## src/rtl/spi_tx_if.sv

```systemverilog
// Byte-side handshake between a producer and the spi_tx serializer.
// A push happens on a clock edge where data_valid and data_ready are both high.
interface spi_tx_if;
    logic [7:0] data_in;
    logic       data_valid;
    logic       data_ready;

    modport master (output data_in, output data_valid, input data_ready);
    modport slave  (input data_in, input data_valid, output data_ready);
endinterface

```

## src/rtl/spi_tx.sv

```systemverilog
// FIFO-buffered byte serializer, LSB first, back-to-back bytes with no idle bit.
// Optional odd-parity output is enabled by defining SPI_TX_PARITY_EN.
module spi_tx #(
    parameter int   DEPTH    = 4,
    parameter logic IDLE_BIT = 1'b0
) (
    input  logic                     clk,
    input  logic                     rst_n,
    spi_tx_if.slave                  bus,
    input  logic                     abort,
    output logic                     bit_out,
    output logic                     frame_start,
    output logic                     byte_done,
    output logic                     busy,
    output logic [$clog2(DEPTH):0]   fifo_count,
`ifdef SPI_TX_PARITY_EN
    output logic                     parity_out,
`endif
    output logic                     flush_out
);
    localparam int AW = $clog2(DEPTH);
    localparam int CW = AW + 1;

    typedef enum logic {IDLE, SHIFT} state_t;

    state_t        state;
    logic [7:0]    mem [DEPTH];
    logic [AW-1:0] wr_ptr;
    logic [AW-1:0] rd_ptr;
    logic [7:0]    shreg;
    logic [7:0]    head;
    logic [2:0]    bcnt;
    logic          push;
    logic          pop;
    logic          go_idle;

    assign bus.data_ready = (fifo_count < CW'(DEPTH)) && !abort && rst_n;
    assign push    = bus.data_valid && bus.data_ready;
    // Pop only from registered count, so a freshly pushed byte waits one edge.
    assign pop     = !abort && (fifo_count != '0) &&
                     ((state == IDLE) || (bcnt == 3'd7));
    assign go_idle = !abort && (state == SHIFT) && (bcnt == 3'd7) &&
                     (fifo_count == '0);
    assign head    = mem[rd_ptr];

    // NOTE: FIFO storage has no reset; pointers and count define what is valid.
    always_ff @(posedge clk) begin
        if (push) mem[wr_ptr] <= bus.data_in;
    end

    // NOTE: all state updates use non-blocking assignments so every register
    // samples pre-edge values, regardless of statement order.
    always_ff @(posedge clk or negedge rst_n) begin
        if (!rst_n) begin
            state       <= IDLE;
            bit_out     <= IDLE_BIT;
            frame_start <= 1'b0;
            byte_done   <= 1'b0;
            busy        <= 1'b0;
            fifo_count  <= '0;
            flush_out   <= 1'b0;
            wr_ptr      <= '0;
            rd_ptr      <= '0;
            bcnt        <= '0;
            shreg       <= '0;
        end else begin
            flush_out <= abort;
            if (abort) begin
                state       <= IDLE;
                bit_out     <= IDLE_BIT;
                frame_start <= 1'b0;
                byte_done   <= 1'b0;
                busy        <= 1'b0;
                fifo_count  <= '0;
                wr_ptr      <= '0;
                rd_ptr      <= '0;
                bcnt        <= '0;
            end else begin
                wr_ptr     <= wr_ptr + AW'(push);
                rd_ptr     <= rd_ptr + AW'(pop);
                fifo_count <= fifo_count + CW'(push) - CW'(pop);
                if (pop) begin
                    state       <= SHIFT;
                    shreg       <= head;
                    bit_out     <= head[0];
                    bcnt        <= 3'd0;
                    frame_start <= 1'b1;
                    byte_done   <= 1'b0;
                    busy        <= 1'b1;
                end else if (go_idle) begin
                    state       <= IDLE;
                    bit_out     <= IDLE_BIT;
                    frame_start <= 1'b0;
                    byte_done   <= 1'b0;
                    busy        <= 1'b0;
                end else if (state == SHIFT) begin
                    bit_out     <= shreg[bcnt + 3'd1];
                    bcnt        <= bcnt + 3'd1;
                    frame_start <= 1'b0;
                    byte_done   <= (bcnt == 3'd6);
                end
            end
        end
    end

`ifdef SPI_TX_PARITY_EN
    // Odd parity of the byte being shifted, captured when it is popped.
    always_ff @(posedge clk or negedge rst_n) begin
        if (!rst_n) begin
            parity_out <= 1'b0;
        end else if (abort || go_idle) begin
            parity_out <= 1'b0;
        end else if (pop) begin
            parity_out <= ~^head;
        end
    end
`endif
endmodule

```

## src/flat_wrapper.sv

```systemverilog
// flat-port wrapper written by rule: the top's interface ports become plain ports
module spi_tx_flat 
#(
    parameter int   DEPTH    = 4,
    parameter logic IDLE_BIT = 1'b0
)
  (clk, rst_n, abort, bit_out, frame_start, byte_done, busy, fifo_count, flush_out, bus_data_in, bus_data_valid, bus_data_ready);
  spi_tx_if bus_i ();
  input  logic clk;
  input  logic rst_n;
  input  logic abort;
  output logic bit_out;
  output logic frame_start;
  output logic byte_done;
  output logic busy;
  output logic [$clog2(DEPTH):0] fifo_count;
  output logic flush_out;
  input wire logic [$bits(bus_i.data_in)-1:0] bus_data_in;
  input wire logic [$bits(bus_i.data_valid)-1:0] bus_data_valid;
  output wire logic [$bits(bus_i.data_ready)-1:0] bus_data_ready;
  assign bus_i.data_in = bus_data_in;
  assign bus_i.data_valid = bus_data_valid;
  assign bus_data_ready = bus_i.data_ready;
  spi_tx #(.DEPTH(DEPTH), .IDLE_BIT(IDLE_BIT)) u_core (.clk(clk), .rst_n(rst_n), .bus(bus_i), .abort(abort), .bit_out(bit_out), .frame_start(frame_start), .byte_done(byte_done), .busy(busy), .fifo_count(fifo_count), .flush_out(flush_out));
endmodule
```

## config.mk

```make
export PLATFORM = sky130hd
export DESIGN_NAME = spi_tx_flat
export DESIGN_NICKNAME = d
export VERILOG_FILES = /design/src/rtl/spi_tx_if.sv /design/src/rtl/spi_tx.sv /design/src/flat_wrapper.sv
export SDC_FILE = /design/constraint.sdc
export NUM_CORES = 1
export LEC_CHECK = 0
export ABC_AREA = 1
export CORE_MARGIN = 4
export CORE_UTILIZATION = 55
export CTS_CLUSTER_DIAMETER = 200
export DETAILED_ROUTE_END_ITERATION = 6
export HOLD_SLACK_MARGIN = 0.06
export PLACE_DENSITY_LB_ADDON = 0.2
export RECOVER_POWER = 100
export SLEW_MARGIN = 25
export SYNTH_ARGS = -nofsm -noshare
export SYNTH_HDL_FRONTEND = slang
export SYNTH_SLANG_ARGS = --single-unit
```

## constraint.sdc

```tcl
create_clock -name clk -period 3 [get_ports clk]
set_clock_uncertainty 0.1 [all_clocks]
set_input_delay 0.6 -clock clk [delete_from_list [all_inputs] [get_ports clk]]
set_output_delay 0.6 -clock clk [all_outputs]
set_load 0.01 [all_outputs]
```

==> qor.csv <==
metric,value,unit
final_layout_size_suffix_gt1_share,5.93,%
start_util,58.7,%
io_pins,21,
post_drt_via_cell_ratio,5.06,
firstDrtPassIters,4,
count_of_routing_violations_after_the_opening_detailed_route_iteration,58,
leakage,1.16,nW
critical_path.endpoint_type,output pin,
synth_seq_area_share,63.6,%
status,"complete, no violations",
die_height,74.3,um
wl_per_cell,13.6,um
synth.lib_cells_used.distinct,28,
postCtsSetupBuffers,0,
antenna_cells_inserted,0,
grt_max_degree,24,
global_routing_usage_summed_across_all_routing_layers,17.1,%
tightestPinTransition,1.21,ns
hold_viol,0,
cts_root_buffer,clkbuf_8,
setup_slack,0.217,ns
clock_transition_at_the_register_clock_pins_on_the_worst_setup_and_hold_paths_after_cts,0.09,ns
fmax,359,MHz
design_area,2750,um2
seq_cells_post_synth,55,
cts_hold_buf,0,
route.final.wire_length,4130,um
rsz0062_at_grt,false,
timing.max_slew.rel_slack,19.6,%
layout.cells.most_common_list,"nor2_1 (43), edfxtp_1 (32), nand2_1 (30), inv_1 (25), dfrtp_1 (23)",
layout.nets,272,
required,2.30,ns
dieArea,5520,um2
worst_ir_drop_vdd,0.395,mV
clkLatencyLatePin,0.30,ns
min_path_type,reg -> reg,
fin_hold_ws,0.380,ns
dp_hpwl,2900,um
die_w,74.3,um
core_region_area,4120,um2
crit_path_start_kind,input port,
avgSynthCellArea,10.8,um2
endpoint_of_the_worst_register_to_register_path,u_core.fifo_count[2],
detailroute.via_count,1534,
r2r.worst_path.cells,13,
place_worst_setup_slack,0.295,ns
routabilityCongestion,0.839,
clock_path_buffers,2,
first_global_vias,1485,
syn-num-nets,244,
final_core_utilization,66.8,%
num-fill-cells,341,
crit_start,abort,
minimum_period_implied_by_the_final_worst_setup_slack,2.78,ns
h_tree_levels,2,
postSynthCellCount,224,
grt_first_pass_wirelength,6800,um
cts_resizes,0,
synth_warnings,0,
layout_worst_path_cycle_share,92.8,%
final_max_slew_violation_count,0,
clock_sink_total,55,
post_synth_instance_area,2420,um2
std_cell_rows,23,
cts_tree,done,
maximum_capacitance_violations,0,
cp_data_arrival_time,2.08,ns
critPathCapture,bus_data_ready,
grt_overflow,0,
worst-setup-path-type,in -> out,
detail_route.drc_violations,0,
number_of_antenna_violations_at_the_first_check_in_global_routing,0,
ant_nets,0,
power_per_cell_area,767,nW/um2
setup_violations,0,
clock_buffer_count_from_cts,5,
post_placement_cell_area,2680,um2
timing.setup.tns,0,ns
port-buffer-count,20,
cp_max_fo,10,
setup.reg_to_reg.worst_slack,0.40,ns
r2r-start,u_core.bcnt[0],
areaGrowthSynthToFinish,13.8,%
layout_commonest_cell,nor2_1,
==> area by class of cell <==
class | instances | area, um2 | area share [%]
sequential | 55 | 1540 | 55.9
multi-input combinational | 134 | 698 | 25.4
timing repair buffer | 27 | 230 | 8.37
inverter | 29 | 116 | 4.23
clock buffer | 7 | 76.3 | 2.78
tap | 50 | 62.6 | 2.27
clock inverter | 1 | 30.0 | 1.09
==> routing by layer <==
layer	part of all wire (%)	GRT usage, %
met1	45	20.7
met2	49	29.2
met3	3.9	3.65
met4	1.9	7.71
met5	0	0
==> per-stage QoR <==
step	cells	power, W
floorplan	224	0.00151
global placement	295	0.00167
detailed placement	295	0.00170
CTS	303	0.00216
global route	303	0.00227
finish	303	0.00211
==> critical path, stage by stage <==
cell and delay [ns]:
dlygate4sd3_1 0.59, buf_4 0.19, nor2_1 0.15, clkdlybuf4s50_1 0.55
==> synth_stat cells (all sizes together) <==
master	number	area share, %
and3	1	0.26
nand3	9	1.9
clkbuf	1	0.21
inv	28	4.5
fa	1	0.83
nor2	46	8.6
dfrtp	23	24
buf	5	2.1
ha	7	3.6
clkinv	1	0.36
xnor2	1	0.36
nand2	31	5.3
o22ai	2	0.52
a31oi	8	2.1
a21oi	5	1.0
o21ai	16	3.3
nor3	6	1.2
edfxtp	32	40
nand4	1	0.26
==> where the power goes <==
group | total (W) | leakage, nW | internal, W | switching (W)
registers | 0.00103 | 0.578 | 0.000908 | 0.000119
logic | 0.000617 | 0.529 | 0.000250 | 0.000367
clock network | 0.000465 | 0.0524 | 0.000250 | 0.000216
==> sequential cells by signal, summed over array words and instances, names as in the netlist <==
name,flops
u_core.bcnt,3
u_core.bit_out,1
u_core.busy,1
u_core.byte_done,1
u_core.fifo_count,3
u_core.flush_out,1
u_core.frame_start,1
u_core.mem,32
u_core.rd_ptr,2
u_core.shreg,8
u_core.wr_ptr,2
==> cells by family after synthesis <==
logic type | after synthesis | synth area share, %
AND/OR/NAND/NOR | 94 | 17.6
flip-flops | 55 | 63.6
buffers and inverters | 35 | 7.09
AO/OA/AOI/OAI | 31 | 6.94
adder cells (fa/ha/maj) | 8 | 4.45
XOR/XNOR | 1 | 0.363
==> how the worst min path moves through the flow <==
stage               startpoint              end  cells after the start
5_1_grt        u_core.shreg[0]  u_core.shreg[0]                      2
2_1_floorplan            rst_n   u_core.bcnt[0]                      0
4_1_cts        u_core.shreg[0]  u_core.shreg[0]                      2
3_3_place_gp   u_core.shreg[0]  u_core.shreg[0]                      2
3_5_place_dp   u_core.shreg[0]  u_core.shreg[0]                      2
6_report       u_core.shreg[0]  u_core.shreg[0]                      2
No activity file was read; power rests on OpenSTA's default activity.
